==> src/rtl/result_mux_skid.sv <==
// N-way WIDTH-bit result select with a registered output stage and a 2-entry
// skid buffer so the register-file write port can stall without losing beats.
module result_mux_skid #(
  parameter  int WIDTH  = 32,
  parameter  int NUM_IN = 4,
  localparam int SEL_W  = $clog2(NUM_IN)
) (
  input  logic                    clk,
  input  logic                    rst,
  input  logic [NUM_IN*WIDTH-1:0] in_data,
  input  logic [SEL_W-1:0]        in_sel,
  input  logic                    in_valid,
  output logic                    in_ready,
  output logic [WIDTH-1:0]        out_data,
  output logic [SEL_W-1:0]        out_sel,
  output logic                    out_err,
  output logic                    out_valid,
  input  logic                    out_ready
);

  typedef struct packed {
    logic [WIDTH-1:0] data;
    logic [SEL_W-1:0] sel;
    logic             err;
  } beat_t;

  beat_t out_q, out_d;
  beat_t skid_q, skid_d;
  beat_t new_beat;
  logic  out_valid_q, out_valid_d;
  logic  skid_valid_q, skid_valid_d;
  logic  in_ready_q, in_ready_d;
  logic  sel_hit;
  logic  accept;
  logic  out_free;

  assign accept   = in_valid && in_ready_q;
  assign out_free = !out_valid_q || out_ready;

  // Selects with no matching source deliver zero data flagged as an error.
  always_comb begin
    new_beat      = '0;
    sel_hit       = 1'b0;
    for (int unsigned k = 0; k < NUM_IN; k++) begin
      if (in_sel == SEL_W'(k)) begin
        new_beat.data = in_data[k*WIDTH +: WIDTH];
        sel_hit       = 1'b1;
      end
    end
    new_beat.sel = in_sel;
    new_beat.err = !sel_hit;
  end

  // The skid entry always holds the older beat, so it takes the output
  // register before any beat accepted on the same edge.
  always_comb begin
    out_d        = out_q;
    out_valid_d  = out_valid_q;
    skid_d       = skid_q;
    skid_valid_d = skid_valid_q;
    if (out_free && skid_valid_q) begin
      out_d        = skid_q;
      out_valid_d  = 1'b1;
      skid_valid_d = accept;
      if (accept) begin
        skid_d = new_beat;
      end
    end else if (out_free && accept) begin
      out_d       = new_beat;
      out_valid_d = 1'b1;
    end else if (out_free) begin
      out_valid_d = 1'b0;
    end else if (accept) begin
      skid_d       = new_beat;
      skid_valid_d = 1'b1;
    end
    in_ready_d = !skid_valid_d;
  end

  always_ff @(posedge clk or negedge rst) begin
    if (!rst) begin
      out_q        <= '0;
      out_valid_q  <= 1'b0;
      skid_q       <= '0;
      skid_valid_q <= 1'b0;
      in_ready_q   <= 1'b0;
    end else begin
      out_q        <= out_d;
      out_valid_q  <= out_valid_d;
      skid_q       <= skid_d;
      skid_valid_q <= skid_valid_d;
      in_ready_q   <= in_ready_d;
    end
  end

  assign in_ready  = in_ready_q;
  assign out_valid = out_valid_q;
  assign out_data  = out_q.data;
  assign out_sel   = out_q.sel;
  assign out_err   = out_q.err;

endmodule

==> config.mk <==
export PLATFORM = sky130hd
export DESIGN_NAME = result_mux_skid
export DESIGN_NICKNAME = d
export VERILOG_FILES = /design/src/rtl/result_mux_skid.sv
export SDC_FILE = /design/constraint.sdc
export NUM_CORES = 1
export LEC_CHECK = 0
export CORE_AREA = 2 2 100 102
export CTS_BUF_LIST = sky130_fd_sc_hd__clkbuf_4
export DETAILED_ROUTE_END_ITERATION = 7
export DIE_AREA = 0 0 102 104
export PLACE_DENSITY = 0.85
export SLEW_MARGIN = 40
export SYNTH_ARGS = -nofsm -noshare
export SYNTH_HDL_FRONTEND = slang
export SYNTH_SLANG_ARGS = --single-unit
==> constraint.sdc <==
create_clock -name clk -period 1.75 [get_ports clk]
set_input_delay 0.4375 -clock clk [delete_from_list [all_inputs] [get_ports clk]]
set_output_delay 0.4375 -clock clk [all_outputs]
set_load 0.005 [all_outputs]
==> results.sh <==
export IMPL_grt_pass1_wl_mm=17.2
export IMPL_finalPower_mw=7.77
export IMPL_fin_nets=626
export IMPL_critical_path_max_stage_delay_ns=0.50
export IMPL_critPathLaunchType="flop"
export IMPL_grt_use_total_pct=20.7
export IMPL_totalWireLength_mm=10.5
export IMPL_worstMarginPinSlew_ns=0.398
export IMPL_worst_path_buf_inv=1
export IMPL_pre_cts_ws_ns=-0.233
export IMPL_power_density_nw_per_um2=1260
export IMPL_initial_core_util_pct=42.6
export IMPL_gp_congestion=0.739
export IMPL_seqPwrFrac_pct=37.7
export IMPL_synth_edff_count=0
export IMPL_multi_input_area_um2=2020
export IMPL_grt_pass1_vias=3630
export IMPL_crit_path_end_kind="primary output"
export IMPL_p_leak_nw=2.67
export IMPL_clock_sinks=73
export IMPL_synth_top_area_share_pct=44.9
export IMPL_drtIter0Drc=96
export IMPL_timing_fmax_ghz=0.591
export IMPL_cts_tree="done"
export IMPL_viasPerCell=5.33
export IMPL_post_drt_wl_per_cell_um=16.7
export IMPL_ant_nets=0
export IMPL_synth_top_area_cell="dfrtp_1"
export IMPL_ys_ff_latch=73
export IMPL_fillCellCount=746
export IMPL_critPathTopFamily="buffers and inverters"
export IMPL_layout_min_cycle_time_ns=1.69
export IMPL_crit_chain="clkdlybuf4s50_1"
export IMPL_firstDrtPassIters=4
export IMPL_synthTopCellsByArea="dfrtp_1 (45%), mux4_2 (16%), mux2_2 (9.4%), o31ai_1 (6.3%), nor2b_1 (5.2%)"
export IMPL_intPower_mw=5.11
export IMPL_num_vias=3356
export IMPL_cp_slowest_cell="clkdlybuf4s50_1"
export IMPL_worst_path_max_fanout=2
export IMPL_syn2layout_area_growth_pct=51.2
export IMPL_cts_buffer_depth=2
export IMPL_yosysSeqAreaShare_pct=44.9
export IMPL_arrival_ns=1.25
export IMPL_p_sw_share_pct=34.2
export IMPL_syn_nets=454
export IMPL_cts_root_buffer="clkbuf_4"
export IMPL_ys_warn_count=0
export IMPL_min_path_type="in2async"
export IMPL_skew_ns=0.00974
export IMPL_die_w_um=102
export IMPL_cts_hold_buf=0
export IMPL_clkTransAtPathRegs_ns=0.12
export IMPL_core_area_um2=9550
export IMPL_grt_overflow=0
export IMPL_setup_viol_count_final=0
export IMPL_layout_setup_ws_ns=0.0592
export IMPL_p_switching_mw=2.66
export IMPL_chipHeight_um=104
export IMPL_drc_errors=0
export IMPL_async_flop_share_pct=100
export IMPL_worstSetupPathType="reg2out"
export IMPL_vdd_drop_max_uv=710
export IMPL_clkPwrFrac_pct=13.0
export IMPL_cts_max_level=3
export IMPL_required_ns=1.31
export IMPL_post_dp_hpwl_mm=7.83
export IMPL_synthCells=320
export IMPL_dieArea_um2=10600
export IMPL_fin_crit_sh_pct=96.6
export IMPL_final_hold_violation_count=0
export IMPL_status="finished, final reports clean"
export IMPL_synthDistinctLibCells=24
export IMPL_antenna_cells=0
export IMPL_placed_cell_area_um2=5930
export IMPL_slew_violations=0
export IMPL_numPortBuffers=170
export IMPL_pin_count=171
export IMPL_antenna_found_initial=0
export IMPL_syn_area_per_cell_um2=12.7
export IMPL_rows=36
export IMPL_power_frac_comb_pct=49.3
export IMPL_drive_above_1_share_pct=22.1
export IMPL_slew_headroom_pct=73.4
export IMPL_cap_viol_max_count=0
export IMPL_grt_max_degree=74
export IMPL_synthFlopType="dfrtp_1"
export IMPL_design_area_um2=6150
export IMPL_regArea_um2=1830
export IMPL_synth_most_common_cell="dfrtp_1"
export IMPL_cts_made_buffers=9
export IMPL_synth_area_um2=4070
export IMPL_clk_latency_ns=0.39
## power by group through the flow
stage | registers, mW | clock network (mW) | logic (mW)
3_3_place_gp | 2.95 | 0 | 3.74
6_report | 2.93 | 1.01 | 3.83
2_1_floorplan | 2.92 | 0 | 2.23
5_1_grt | 3.03 | 1.11 | 4.22
3_5_place_dp | 3.01 | 0 | 3.90
4_1_cts | 2.94 | 1.05 | 3.87
## registers in the layout (all words and copies together), names as in the netlist
name and cells:
in_ready 1, out_sel 2, out_valid 1, skid_q 35, out_err 1, skid_valid_q 1
out_data 32
## per-layer routing
| metal | track usage [%] | vias to the layer above | wire length [um] |
|---|---|---|---|
| met5 | 0 | - | 0 |
| met4 | 6.19 | 0 | 129 |
| met3 | 4.03 | 11 | 601 |
| met2 | 37.8 | 110 | 5680 |
| met1 | 24.1 | 1672 | 4110 |
| li1 | - | 1563 | - |
## layout make-up
| cell class | instances | share of cell area (%) |
|---|---|---|
| multi-input cells | 213 | 32.8 |
| repair buffers | 195 | 32.6 |
| flip-flops and latches | 73 | 29.7 |
| well taps | 133 | 2.70 |
| clock buffers | 10 | 1.22 |
| clock inverters | 6 | 0.935 |
## worst paths after layout
check | end | from | slack (ns) | cells after the start
min in group clk | out_data[12]$_DFFE_PN0P_ | out_data[12]$_DFFE_PN0P_ | 0.51 | 2
min reg2reg | out_data[12]$_DFFE_PN0P_ | out_data[12]$_DFFE_PN0P_ | 0.51 | 2
max in group asynchronous | skid_valid_q$_DFF_PN0_ | rst | 1.36 | 2
max reg2reg | out_data[14]$_DFFE_PN0P_ | out_valid$_DFFE_PN0P_ | 0.16 | 6
max | out_err | out_err$_DFFE_PN0P_ | 0.06 | 1
min | out_data[29]$_DFFE_PN0P_ | rst | 0.02 | 2
## kinds of logic after synthesis
kind of cell    count (synthesis)  synth area share (%)
mux                            66                  27.4
simple gates                   41                  6.36
buf+inv                        34                  5.53
compound gates                106                  15.8
flops                          73                  44.9
## cells in the final DEF (no fill, tap or decap), types with 12 or more instances in the layout
master / n
mux2_2: 34
o21ai_0: 34
mux4_2: 29
clkdlybuf4s50_1: 133
o31ai_1: 34
a21oi_1: 34
dlygate4sd2_1: 12
dfrtp_1: 71
buf_4: 19
dlymetal6s2s_1: 22
nor2b_1: 34
## through the flow
stage          hold slack, ns   TNS, ns  std cells  utilization [%]
4_1_cts                0.0239         0        625             63.5
6_report               0.0228         0        630             64.4
3_5_place_dp            0.481    -14.33        607             62.1
5_1_grt                0.0303  -0.00345        630             64.4
3_3_place_gp            0.471    -12.45        607             62.1
2_1_floorplan           0.142         0        320                -
## timing repair
item,CTS,global route
setup endpoints to repair,13,23
setup buffers,2,5
endpoints found under the hold margin,0,0
resized for setup,13,22
No activity file was read; power rests on OpenSTA's default activity.
